<file path="config.mk">
export PLATFORM = sky130hd
export DESIGN_NAME = auth_blk
export DESIGN_NICKNAME = d
export VERILOG_FILES = /design/src/rtl/auth_pkg.sv /design/src/rtl/auth_blk_uart_rx.sv /design/src/rtl/auth_blk.sv
export SDC_FILE = /design/constraint.sdc
export NUM_CORES = 1
export LEC_CHECK = 0
export ABC_AREA = 1
export CELL_PAD_IN_SITES_DETAIL_PLACEMENT = 0
export CELL_PAD_IN_SITES_GLOBAL_PLACEMENT = 1
export CORE_MARGIN = 2
export CORE_UTILIZATION = 45
export DETAILED_ROUTE_END_ITERATION = 16
export PLACE_DENSITY = 0.84
export SLEW_MARGIN = 0
export SYNTH_ARGS = -nofsm -noshare
export SYNTH_HDL_FRONTEND = slang
export SYNTH_HIERARCHICAL = 1
export SYNTH_SLANG_ARGS = --single-unit
export TNS_END_PERCENT = 10
</file>
<file path="constraint.sdc">
create_clock -name clk -period 2.66 [get_ports clk]
set_input_delay 0.266 -clock clk [delete_from_list [all_inputs] [get_ports clk]]
set_output_delay 0.266 -clock clk [all_outputs]
set_load 0.02 [all_outputs]
</file>
<file path="src/rtl/auth_pkg.sv">
// Shared types and command constants for the rider-authorization block.
// Imported by the UART receiver, the auth top and the bench.
package auth_pkg;

  typedef enum logic [1:0] {
    OFF,
    PWR1,
    PWR2
  } auth_state_t;

  typedef enum logic [1:0] {
    IDLE,
    START,
    DATA,
    STOP
  } rx_state_t;

  localparam logic [7:0] GO_CMD   = 8'h67;
  localparam logic [7:0] STOP_CMD = 8'h73;

endpackage

</file>
<file path="src/rtl/auth_blk_uart_rx.sv">
// 8N1 UART receiver: RX synchronizer, mid-bit sampling FSM,
// one-clk rx_rdy / frm_err pulses.
module uart_rx
  import auth_pkg::*;
#(
  parameter int BAUD_DIV = 2604
) (
  input  logic       clk,
  input  logic       rst_n,
  input  logic       RX,
  output logic [7:0] rx_data,
  output logic       rx_rdy,
  output logic       frm_err
);

  localparam logic [11:0] BAUD_FULL = 12'(BAUD_DIV);
  localparam logic [11:0] BAUD_HALF = 12'(BAUD_DIV / 2);

  rx_state_t   state, nxt;
  logic        rx_ff1, rx_s, rx_q;
  logic [11:0] baud_cnt, baud_nxt;
  logic [3:0]  bit_cnt, bit_nxt;
  logic [7:0]  shift_reg, shift_nxt;
  logic [7:0]  data_nxt;
  logic        rdy_nxt, ferr_nxt;
  logic        fall, expire;

  assign fall   = rx_q & ~rx_s;
  assign expire = (baud_cnt == 12'd0);

  always_comb begin
    nxt       = state;
    baud_nxt  = baud_cnt;
    bit_nxt   = bit_cnt;
    shift_nxt = shift_reg;
    data_nxt  = rx_data;
    rdy_nxt   = 1'b0;
    ferr_nxt  = 1'b0;
    unique case (state)
      IDLE: begin
        if (fall) begin
          baud_nxt = BAUD_HALF;
          nxt      = START;
        end
      end
      START: begin
        if (!expire) begin
          baud_nxt = baud_cnt - 12'd1;
        end else if (!rx_s) begin
          baud_nxt = BAUD_FULL;
          bit_nxt  = 4'd0;
          nxt      = DATA;
        end else begin
          nxt = IDLE;
        end
      end
      DATA: begin
        if (!expire) begin
          baud_nxt = baud_cnt - 12'd1;
        end else begin
          shift_nxt = {rx_s, shift_reg[7:1]};
          bit_nxt   = bit_cnt + 4'd1;
          baud_nxt  = BAUD_FULL;
          if (bit_cnt == 4'd7) nxt = STOP;
        end
      end
      STOP: begin
        if (!expire) begin
          baud_nxt = baud_cnt - 12'd1;
        end else begin
          if (rx_s) begin
            data_nxt = shift_reg;
            rdy_nxt  = 1'b1;
          end else begin
            ferr_nxt = 1'b1;
          end
          nxt = IDLE;
        end
      end
      default: nxt = IDLE;
    endcase
  end

  // rx_q trails rx_s by one clk so IDLE can see the falling edge
  always_ff @(posedge clk) begin
    if (!rst_n) begin
      rx_ff1    <= 1'b1;
      rx_s      <= 1'b1;
      rx_q      <= 1'b1;
      state     <= IDLE;
      baud_cnt  <= 12'd0;
      bit_cnt   <= 4'd0;
      shift_reg <= 8'h00;
      rx_data   <= 8'h00;
      rx_rdy    <= 1'b0;
      frm_err   <= 1'b0;
    end else begin
      rx_ff1    <= RX;
      rx_s      <= rx_ff1;
      rx_q      <= rx_s;
      state     <= nxt;
      baud_cnt  <= baud_nxt;
      bit_cnt   <= bit_nxt;
      shift_reg <= shift_nxt;
      rx_data   <= data_nxt;
      rx_rdy    <= rdy_nxt;
      frm_err   <= ferr_nxt;
    end
  end

endmodule

</file>
<file path="src/rtl/auth_blk.sv">
// Rider-authorization front end: UART command bytes plus rider_off
// drive the power-up state machine and the registered pwr_up gate.
module auth_blk
  import auth_pkg::*;
#(
  parameter int BAUD_DIV = 2604
) (
  input  logic       clk,
  input  logic       rst_n,
  input  logic       RX,
  input  logic       rider_off,
  output logic       pwr_up,
  output logic       rx_rdy,
  output logic [7:0] rx_data,
  output logic       frm_err
);

  auth_state_t state, nxt;
  logic        go, stop;

  uart_rx #(
    .BAUD_DIV(BAUD_DIV)
  ) u_rx (
    .clk    (clk),
    .rst_n  (rst_n),
    .RX     (RX),
    .rx_data(rx_data),
    .rx_rdy (rx_rdy),
    .frm_err(frm_err)
  );

  assign go   = rx_rdy && (rx_data == GO_CMD);
  assign stop = rx_rdy && (rx_data == STOP_CMD);

  // stepping off in PWR2 wins over any byte arriving the same clk
  always_comb begin
    nxt = state;
    unique case (state)
      OFF: begin
        if (go) nxt = PWR1;
      end
      PWR1: begin
        if (stop) nxt = rider_off ? OFF : PWR2;
      end
      PWR2: begin
        if (rider_off) nxt = OFF;
        else if (go)   nxt = PWR1;
      end
      default: nxt = OFF;
    endcase
  end

  always_ff @(posedge clk) begin
    if (!rst_n) begin
      state  <= OFF;
      pwr_up <= 1'b0;
    end else begin
      state  <= nxt;
      pwr_up <= (nxt != OFF);
    end
  end

endmodule

</file>
==> flow_summary.rst, run 1 <==
.. list-table::
   :header-rows: 1

   * - Metric
     - Value
   * - Max Root-Sink Buffers
     - 2
   * - Top cells by instance count after synthesis
     - nand2_1 (62), dfxtp_1 (42), inv_1 (41), nor2_1 (36), a21oi_1 (27)
   * - Clock Latency Late Sink
     - around 0.30 ns
   * - Syn Std Cell Area
     - ~2100 µm²
   * - DR iter-0 viols
     - between 100 and 150
   * - Class of the tightest hold or removal check
     - flop to flop
   * - Top-area cell type share of the netlist area
     - 0.392
   * - Global-route wire length before repair
     - 7530 µm
   * - Core occupancy in the finished layout
     - 0.519
   * - Number of optimization iterations in the first detailed-route pass
     - 4
   * - Number of antenna violations at the first check in global routing
     - 0
   * - Filler cell count in the final layout
     - 494
   * - Routed length per placed instance
     - 11.6 µm
   * - Area grow syn2layout
     - 12.7%
   * - Final min period
     - between 1.5 and 2 ns
   * - Fin Clk Skew
     - 0.00920 ns
   * - Count of warnings emitted by yosys
     - 6
   * - Final HPWL DP
     - about 3300 µm
   * - Share of final-layout standard cells stronger than drive strength 1
     - 0.0875
   * - Proportion of register bits with asynchronous set or reset after synthesis
     - 0
   * - Std-Cell Rows
     - 25
   * - Source of the critical timing path
     - u_rx/baud_cnt[0]
   * - Pins over their slew limit
     - 0
   * - Total GRT Usage
     - 0.183
   * - Crit Reg-Reg Startpoint
     - u_rx/baud_cnt[0]
   * - Die boundary height
     - approximately 73 µm
   * - Overall die area
     - about 5300 µm²
   * - Cell count after synthesis
     - around 300
   * - Max_slew headroom
     - 0.616
   * - Highest ir drop seen on vdd
     - roughly 360 µV
   * - Vias in the first global route
     - between 1.5k and 2k
   * - Flops & latches, synth
     - 42
   * - Sequential-to-total area share from yosys stat
     - 0.392
   * - Total area of multi-input combinational cells
     - ~1100 µm²
   * - Largest fanout on the critical path
     - 16
   * - Most frequent cell after synthesis
     - nand2_1
   * - Gates resized, CTS repair
     - 0
   * - CP Data Required Time
     - about 2.9 ns
   * - Chip width
     - 73.1 µm
   * - Num ports
     - 15
   * - Average size of a mapped cell
     - between 7 and 8 µm²
   * - Maximum clock rate
     - approximately 0.55 GHz
   * - Last weighted congestion value of the routability-driven placer
     - 0.834
   * - Final worst path period share
     - 0.687
   * - Power density of the placed cells
     - between 900 and 1000 nW/µm²
   * - Kind of launch point of the worst setup path
     - flop
   * - Number of nets at the end of the flow
     - 331
   * - Main flop type after synthesis
     - dfxtp_1
   * - Origin of the worst min-delay path
     - u_rx/rx_ff1
   * - Number of flip-flops under the largest register name
     - 12
   * - Maximum number of pins on one net before global-route repair
     - 26
   * - Core outline area
     - 4660 µm²
   * - Unrepaired setup endpoints after global routing
     - false
   * - Arrival time of the worst setup path
     - between 2 and 2.5 ns
   * - Clock slew at the register clock pins of the worst setup and hold paths
     - about 0.08 ns
   * - Leakage power
     - between 0.001 and 0.0015 µW
   * - Type of destination of the critical path
     - flop
   * - Via count
     - between 1.5k and 2k
   * - Footprint of the flip-flops and latches
     - roughly 840 µm²
   * - TritonCTS clock tree
     - built
   * - Grt ovf
     - 0
   * - Classification of the worst setup path
     - flop to flop
   * - Max H-tree Level
     - 2
   * - Number of violations of the max-capacitance limit
     - 0
   * - Library cell used as clock root buffer
     - clkbuf_8
   * - Setup Viol. Count Final
     - 0
   * - Setup Fix Bufs, Post-CTS
     - 0
   * - Final antenna diode count
     - 0
   * - Via/cell ratio
     - between 4 and 5
   * - Number of unique standard cell types used by synthesis
     - 27
   * - Outcome
     - complete, no violations
   * - TritonCTS sink count
     - 42
   * - Final-layout setup total negative slack
     - 0 ns
   * - Final hold violation count
     - 0
   * - Drt drc
     - 0
   * - Post-synth net total
     - roughly 310
   * - Slew @ Worst Pin
     - ~0.57 ns
   * - Number of buffers created by CTS
     - 5
   * - Effective utilization at floorplan
     - 0.461
   * - Post-Route WL
     - approximately 4300 µm
   * - IO buf count
     - 14
   * - Yosys top cell by area
     - dfxtp_1
   * - Post-synth EDFFs
     - 0
   * - Count of nets left with antenna violations after detail routing
     - 0
   * - Hold buffers post-CTS
     - 0
   * - Top post-synthesis cells by area
     - dfxtp_1 (39%), nand2_1 (11%), inv_1 (7.2%), a21oi_1 (6.3%), nor2_1 (6.3%)
per-stage QoR:
step / instances / total power, µW / instance area (µm²) / hold slack [ns] / worst slack (ns)
global route: 374 / 2520 / 2420 / 0.436 / 0.595
floorplan: 302 / 1680 / 2150 / 0.356 / 1.20
finish: 374 / 2300 / 2420 / 0.425 / 0.832
global placement: 366 / 1890 / 2330 / 0.397 / 0.903
detailed placement: 366 / 1890 / 2330 / 0.406 / 0.821
CTS: 374 / 2330 / 2420 / 0.428 / 0.822
area by class of cell:
type,count,area share
Tap cell,54,0.0279
Inverter,43,0.0667
Clock buffer,5,0.0284
Sequential cell,42,0.347
Timing Repair Buffer,15,0.0610
Multi-Input combinational cell,212,0.459
Clock inverter,3,0.00982
cell usage in the layout, fill, tap and decap left out, types with 3 or more instances in the layout:
| cell | netlist | final |
|---|---|---|
| clkdlybuf4s50_1 | 0 | 14 |
| o21ai_0 | 20 | 20 |
| nor2_1 | 36 | 36 |
| nor2_4 | 4 | 4 |
| nand4_1 | 3 | 3 |
| ha_1 | 8 | 8 |
| nand3_1 | 21 | 21 |
| a21oi_1 | 27 | 27 |
| nand3b_1 | 3 | 3 |
| nor3_1 | 4 | 4 |
| xor2_1 | 7 | 7 |
| inv_1 | 41 | 41 |
| dfxtp_1 | 42 | 42 |
| nand2_1 | 62 | 62 |
| clkbuf_8 | 0 | 5 |
| or2_2 | 3 | 3 |
path summary, 6_finish.rpt:
path / end / slack (ns) / depth (start not counted)
min reg2reg: u_rx/rx_s / 0.43 / 1
min: u_rx/rx_s / 0.43 / 1
max reg2reg: u_rx/rx_data[0] / 0.83 / 9
max: u_rx/rx_data[0] / 0.83 / 9
critical path: stages (launching register included):
cell	delay [ns]
dfxtp_1	0.31
inv_1	0.13
ha_1	0.20
nand2_1	0.09
nor2_4	0.15
nand2_4	0.10
nor3_4	0.46
inv_1	0.12
nor2_1	0.12
nor2_1	0.05
metal layers:
| layer | vias to the layer above | GRT usage | part of all wire |
|---|---|---|---|
| li1 | 992 | - | - |
| met5 | - | 0 | 0 |
| met3 | 5 | 0.0414 | 0.018 |
| met4 | 0 | 0.0679 | 0.015 |
| met1 | 821 | 0.248 | 0.50 |
| met2 | 12 | 0.282 | 0.46 |
kinds of logic after synthesis:
kind of cell	count (synthesis)	synth area share
AOI/OAI and AO/OA	54	0.135
xor gates and xnor gates	7	0.0286
adders and majority gates	8	0.0466
buffers and inverters	48	0.0915
DFF	42	0.392
and+or+nand+nor	143	0.307
report_power, final:
part,switching [µW],leakage [µW],internal (µW)
Combinational,708,0.000653,373
Sequential,88.3,0.000341,713
Clock,233,0.0000408,188
Total,1030,0.00103,1270
No activity file was read; power rests on OpenSTA's default activity.
==> inputs of run 2 (changes only) <==
CORE_UTILIZATION = 38   (was 45)
PLACE_DENSITY = 0.76   (was 0.84)
clock period = 1.59 ns   (was 2.66 ns; I/O delays follow)
==> flow_summary.rst, run 2 (same netlist as run 1, synthesis figures left out) <==
.. list-table::
   :header-rows: 1

   * - Metric
     - Value
   * - Arrival time of the worst setup path
     - 1.74 ns (was 2.02 ns)
   * - Clock slew at the register clock pins of the worst setup and hold paths
     - 0.09 ns (was 0.08 ns)
   * - Leading cell types in the layout, fill and taps excluded
     - nand2_1 (60), dfxtp_1 (38), inv_1 (37) (was nand2_1 (62), dfxtp_1 (42), inv_1 (41))
   * - Most common cell after layout, fill and taps aside
     - nand2_1 (unchanged)
   * - Number of buffers created by CTS
     - 5 (unchanged)
   * - Via count
     - 1,950 (was 1,830)
   * - Grt ovf
     - 0 (unchanged)
   * - Final antenna diode count
     - 0 (unchanged)
   * - CP Data Required Time
     - 1.78 ns (was 2.86 ns)
   * - Final min period
     - 1.55 ns (was 1.83 ns)
   * - Library cell used as clock root buffer
     - clkbuf_8 (unchanged)
   * - Post-Route WL
     - 4840 µm (was 4330 µm)
   * - Unrepaired setup endpoints after global routing
     - true (was false)
   * - Num ports
     - 15 (unchanged)
   * - Number of violations of the max-capacitance limit
     - 0 (unchanged)
   * - Leakage power
     - 0.00122 µW (was 0.00103 µW)
   * - Global-route wire length before repair
     - 8070 µm (was 7530 µm)
   * - Final hold violation count
     - 0 (unchanged)
   * - Highest ir drop seen on vdd
     - 686 µV (was 362 µV)
   * - Pins over their slew limit
     - 0 (unchanged)
   * - Maximum number of pins on one net before global-route repair
     - 17 (was 26)
   * - PnR Total Power
     - 4490 µW (was 2300 µW)
   * - Hold buffers post-CTS
     - 0 (unchanged)
   * - Largest fanout on the critical path
     - 5 (was 16)
   * - Total GRT Usage
     - 0.163 (was 0.183)
   * - Final-layout setup total negative slack
     - 0 ns (unchanged)
   * - Number of optimization iterations in the first detailed-route pass
     - 4 (unchanged)
   * - Core outline area
     - 5470 µm² (was 4660 µm²)
   * - Via/cell ratio
     - 4.62 (was 4.89)
   * - Type of destination of the critical path
     - flop (unchanged)
   * - TritonCTS sink count
     - 42 (unchanged)
   * - Effective utilization at floorplan
     - 0.392 (was 0.461)
   * - Final HPWL DP
     - 3590 µm (was 3270 µm)
   * - Max_slew headroom
     - 0.778 (was 0.616)
   * - Number of antenna violations at the first check in global routing
     - 0 (unchanged)
   * - Slew @ Worst Pin
     - 0.330 ns (was 0.574 ns)
   * - Kind of launch point of the worst setup path
     - flop (unchanged)
   * - Fin Clk Skew
     - 0.0116 ns (was 0.00920 ns)
   * - Overall die area
     - 6270 µm² (was 5340 µm²)
   * - Filler cell count in the final layout
     - 565 (was 494)
   * - Worst r2r path cells
     - 10 (was 9)
   * - Core occupancy in the finished layout
     - 0.507 (was 0.519)
   * - Slack of the critical path
     - 0.0369 ns (was 0.832 ns)
   * - Worst setup slack after placement
     - -0.0432 ns (was 0.821 ns)
   * - Vias in the first global route
     - 1,803 (was 1,694)
   * - Drt drc
     - 0 (unchanged)
   * - TritonCTS clock tree
     - built (unchanged)
   * - Classification of the worst setup path
     - flop to flop (unchanged)
   * - Count of cells along the worst hold path
     - 2 (was 1)
   * - Area grow syn2layout
     - 29.2% (was 12.7%)
   * - Last weighted congestion value of the routability-driven placer
     - 0.815 (was 0.834)
   * - Outcome
     - complete, no violations (unchanged)
   * - Max H-tree Level
     - 2 (unchanged)
   * - DR iter-0 viols
     - 87 (was 112)
   * - Clock Latency Late Sink
     - 0.30 ns (about the same)
   * - Number of flip-flops under the largest register name
     - 12 (unchanged)
   * - Final worst path period share
     - 0.977 (was 0.687)
   * - Maximum clock rate
     - 0.644 GHz (was 0.547 GHz)
   * - Power density of the placed cells
     - 1620 nW/µm² (was 952 nW/µm²)
   * - Final cell count without fillers
     - 422 (was 374)
   * - Routed length per placed instance
     - 11.5 µm (was 11.6 µm)
   * - Number of nets at the end of the flow
     - 361 (was 331)
   * - Std-Cell Rows
     - 27 (was 25)
   * - Setup Viol. Count Final
     - 0 (unchanged)
   * - Max Root-Sink Buffers
     - 2 (unchanged)
   * - Placed cell count
     - 407 (was 366)
   * - Class of the tightest hold or removal check
     - input port to flop (was flop to flop)
   * - Chip width
     - 79.2 µm (was 73.1 µm)
   * - IO buf count
     - 14 (unchanged)
   * - Share of final-layout standard cells stronger than drive strength 1
     - 0.223 (was 0.0875)
   * - Die boundary height
     - 79.2 µm (was 73.1 µm)
   * - Count of nets left with antenna violations after detail routing
     - 0 (unchanged)
[run 2: cell count changes in the layout (fill, tap and decap cells not counted), sizes merged]
cell / change
dlymetal6s2s: +1
clkbuf: +1
buf: +29
clkdlybuf4s50: -1
[run 2: what timing repair did]
action,in CTS,in global routing
cloned,0,1
hold endpoints to repair,0,0
setup endpoints to repair,6,28
resized for setup,2,26
buffers inserted,0,6
pin swaps,0,5
[run 2: final timing paths]
kind | from | endpoint | slack (ns)
max reg2reg | u_rx/baud_cnt[1] | u_rx/baud_cnt[0] | 0.04
min reg2reg | u_rx/rx_ff1 | u_rx/rx_s | 0.43
max | u_rx/baud_cnt[1] | u_rx/baud_cnt[0] | 0.04
min | RX | u_rx/rx_ff1 | 0.43
[run 2: metal layers]
metal	track usage	share of wire	vias to the layer above
met5	0	0	-
met4	0.0517	0.010	0
met3	0.0341	0.022	5
met2	0.267	0.47	20
met1	0.215	0.50	872
li1	-	-	1053
[run 2: worst max-delay path, cell delays in order, from the launching register on]
cell      delay [ns]
dfxtp_2         0.34
inv_2           0.08
ha_4            0.14
nand2_2         0.06
nor2_4          0.13
nand2_4         0.10
buf_4           0.15
a21oi_4         0.18
o21bai_1        0.09
nand2_1         0.11
nor2_1          0.05
[run 2: power breakdown]
part	switching (µW)	internal (µW)	total, µW
clock network	396	314	710
registers	137	1200	1340
logic	1420	1020	2440
[run 2: cell type report]
type / instances / area [µm²] / area share
multi-input combinational: 212 / 1180 / 0.424
clock inverter: 3 / 23.8 / 0.00857
tap: 72 / 90.1 / 0.0325
sequential: 42 / 846 / 0.305
inverter: 43 / 164 / 0.0591
timing repair buffer: 45 / 405 / 0.146
clock buffer: 5 / 68.8 / 0.0248
[run 2: through the flow]
step / cell area, µm² / hold slack [ns]
after floorplan: 2150 / 0.249
after global placement: 2530 / 0.402
after detailed placement: 2530 / 0.411
after CTS: 2630 / 0.417
after global routing: 2770 / 0.426
final: 2770 / 0.425
==> inputs of run 3 (changes only) <==
CORE_MARGIN = unset   (was 2)
PLACE_DENSITY = 0.84   (was 0.76)
==> flow_summary.rst, run 3 (same netlist as run 1, synthesis figures left out) <==
.. list-table::
   :header-rows: 1

   * - Metric
     - Value
   * - Unrepaired setup endpoints after global routing
     - true (unchanged)
   * - Portion of total power attributed to combinational logic
     - 0.507 (was 0.544)
   * - Worst setup slack after placement
     - -0.00692 ns (was -0.0432 ns)
   * - Chip width
     - 77.2 µm (was 79.2 µm)
   * - Count of nets left with antenna violations after detail routing
     - 0 (unchanged)
   * - Maximum number of pins on one net before global-route repair
     - 17 (unchanged)
   * - Internal power contribution
     - 2290 µW (was 2530 µW)
   * - Grt ovf
     - 0 (unchanged)
   * - Final min period
     - 1.53 ns (was 1.55 ns)
   * - Power density of the placed cells
     - 1580 nW/µm² (was 1620 nW/µm²)
   * - Library cell used as clock root buffer
     - clkbuf_8 (unchanged)
   * - Number of optimization iterations in the first detailed-route pass
     - 4 (unchanged)
   * - Final antenna diode count
     - 0 (unchanged)
   * - Part of the total power dissipated in the clock network
     - 0.172 (was 0.158)
   * - Leading cell types in the layout, fill and taps excluded
     - nand2_1 (61), dfxtp_1 (40), inv_1 (39) (was nand2_1 (60), dfxtp_1 (38), inv_1 (37))
   * - Sequential Power Share
     - 0.322 (was 0.298)
   * - Clock Latency Late Sink
     - 0.30 ns (about the same)
   * - Final hold violation count
     - 0 (unchanged)
   * - Classification of the worst setup path
     - flop to flop (unchanged)
   * - Switching portion of total power
     - 0.448 (was 0.435)
   * - Last weighted congestion value of the routability-driven placer
     - 0.816 (was 0.815)
   * - Die boundary height
     - 77.2 µm (was 79.2 µm)
   * - Share of final-layout standard cells stronger than drive strength 1
     - 0.178 (was 0.223)
   * - DR iter-0 viols
     - 90 (was 87)
   * - Slack of the critical path
     - 0.0640 ns (was 0.0369 ns)
   * - Arrival time of the worst setup path
     - 1.72 ns (was 1.74 ns)
   * - Post-Route WL
     - 4540 µm (was 4840 µm)
   * - Std-Cell Rows
     - 27 (unchanged)
   * - Drt drc
     - 0 (unchanged)
   * - Highest ir drop seen on vdd
     - 799 µV (was 686 µV)
   * - Vias in the first global route
     - 1,743 (was 1,803)
   * - Number of nets at the end of the flow
     - 349 (was 361)
   * - Effective utilization at floorplan
     - 0.392 (unchanged)
   * - Hold Worst Slack
     - 0.418 ns (was 0.425 ns)
   * - TritonCTS sink count
     - 42 (unchanged)
   * - Leakage power
     - 0.00113 µW (was 0.00122 µW)
   * - Total GRT Usage
     - 0.164 (was 0.163)
   * - Global-route wire length before repair
     - 7790 µm (was 8070 µm)
   * - Setup Viol. Count Final
     - 0 (unchanged)
   * - Area grow syn2layout
     - 22.6% (was 29.2%)
   * - CP Data Required Time
     - 1.78 ns (about the same)
   * - Max_slew headroom
     - 0.803 (was 0.778)
   * - Maximum clock rate
     - 0.655 GHz (was 0.644 GHz)
   * - Max H-tree Level
     - 2 (unchanged)
   * - Outcome
     - complete, no violations (unchanged)
   * - Final worst path period share
     - 0.960 (was 0.977)
   * - Most common cell after layout, fill and taps aside
     - nand2_1 (unchanged)
   * - IO buf count
     - 14 (unchanged)
   * - Core outline area
     - 5470 µm² (unchanged)
   * - Via/cell ratio
     - 4.60 (was 4.62)
   * - TritonCTS clock tree
     - built (unchanged)
   * - Number of flip-flops under the largest register name
     - 12 (unchanged)
   * - Routed length per placed instance
     - 11.1 µm (was 11.5 µm)
   * - Number of buffers created by CTS
     - 5 (unchanged)
   * - Overall die area
     - 5950 µm² (was 6270 µm²)
   * - Slew @ Worst Pin
     - 0.294 ns (was 0.330 ns)
   * - Number of antenna violations at the first check in global routing
     - 0 (unchanged)
   * - Via count
     - 1,885 (was 1,950)
   * - Max Root-Sink Buffers
     - 2 (unchanged)
   * - Hold buffers post-CTS
     - 0 (unchanged)
   * - Number of violations of the max-capacitance limit
     - 0 (unchanged)
   * - Class of the tightest hold or removal check
     - flop to flop (was input port to flop)
   * - Switching Power
     - 1860 µW (was 1950 µW)
   * - Largest fanout on the critical path
     - 16 (was 5)
   * - Final HPWL DP
     - 3510 µm (was 3590 µm)
   * - Clock slew at the register clock pins of the worst setup and hold paths
     - 0.09 ns (about the same)
   * - Fin Clk Skew
     - 0.00939 ns (was 0.0116 ns)
   * - Type of destination of the critical path
     - flop (unchanged)
   * - Num ports
     - 15 (unchanged)
   * - Kind of launch point of the worst setup path
     - flop (unchanged)
   * - Pins over their slew limit
     - 0 (unchanged)
[run 3: final timing paths]
check                     to              from  depth (start not counted)  slack (ns)
max          u_rx/rx_data[0]  u_rx/baud_cnt[1]                         10        0.06
min                u_rx/rx_s       u_rx/rx_ff1                          1        0.42
max reg2reg  u_rx/rx_data[0]  u_rx/baud_cnt[1]                         10        0.06
min reg2reg        u_rx/rx_s       u_rx/rx_ff1                          1        0.42
[run 3: power by group through the flow]
stage | combinational (µW) | clock, µW | sequential [µW]
after CTS | 1980 | 726 | 1330
after detailed placement | 1960 | 0 | 1350
final | 2100 | 712 | 1330
after global placement | 1950 | 0 | 1350
after global routing | 2400 | 781 | 1350
after floorplan | 1480 | 0 | 1330
[run 3: repair_timing]
action                                  in CTS  in global routing
endpoints found under the setup margin       4                 24
pin swaps                                    0                  4
resized for setup                            1                 17
setup buffers                                0                  2
[run 3: worst max-delay path, stage by stage (launching register included)]
cell     delay, ns
dfxtp_1       0.33
inv_1         0.08
ha_1          0.16
nand2_1       0.09
nor2_4        0.15
nand2_4       0.11
nor3_4        0.16
buf_12        0.16
inv_1         0.05
nor2_1        0.08
nor2_1        0.05
[run 3: through the flow]
stage	utilization	setup TNS [ns]	instances	power (µW)	instance area (µm²)
floorplan	-	0	302	2810	2150
global placement	0.454	0	400	3300	2480
detailed placement	0.454	-0.0110	400	3320	2480
CTS	0.471	-0.0567	408	4030	2580
global route	0.481	-0.220	410	4530	2630
finish	0.481	0	410	4150	2630
[run 3: layout make-up]
class | instances | area [µm²]
Timing Repair Buffer | 33 | 299
Sequential cell | 42 | 843
Inverter | 43 | 164
Fill cell | 586 | 2840
Clock buffer | 5 | 68.8
Clock inverter | 3 | 23.8
Multi-Input combinational cell | 212 | 1140
Tap cell | 72 | 90.1
[run 3: per-layer routing]
| metal | vias up | track usage | wire length (µm) |
|---|---|---|---|
| met2 | 20 | 0.268 | 2080 |
| met1 | 827 | 0.213 | 2310 |
| li1 | 1033 | - | - |
| met5 | - | 0 | 0 |
| met4 | 0 | 0.0566 | 46 |
| met3 | 5 | 0.0321 | 102 |
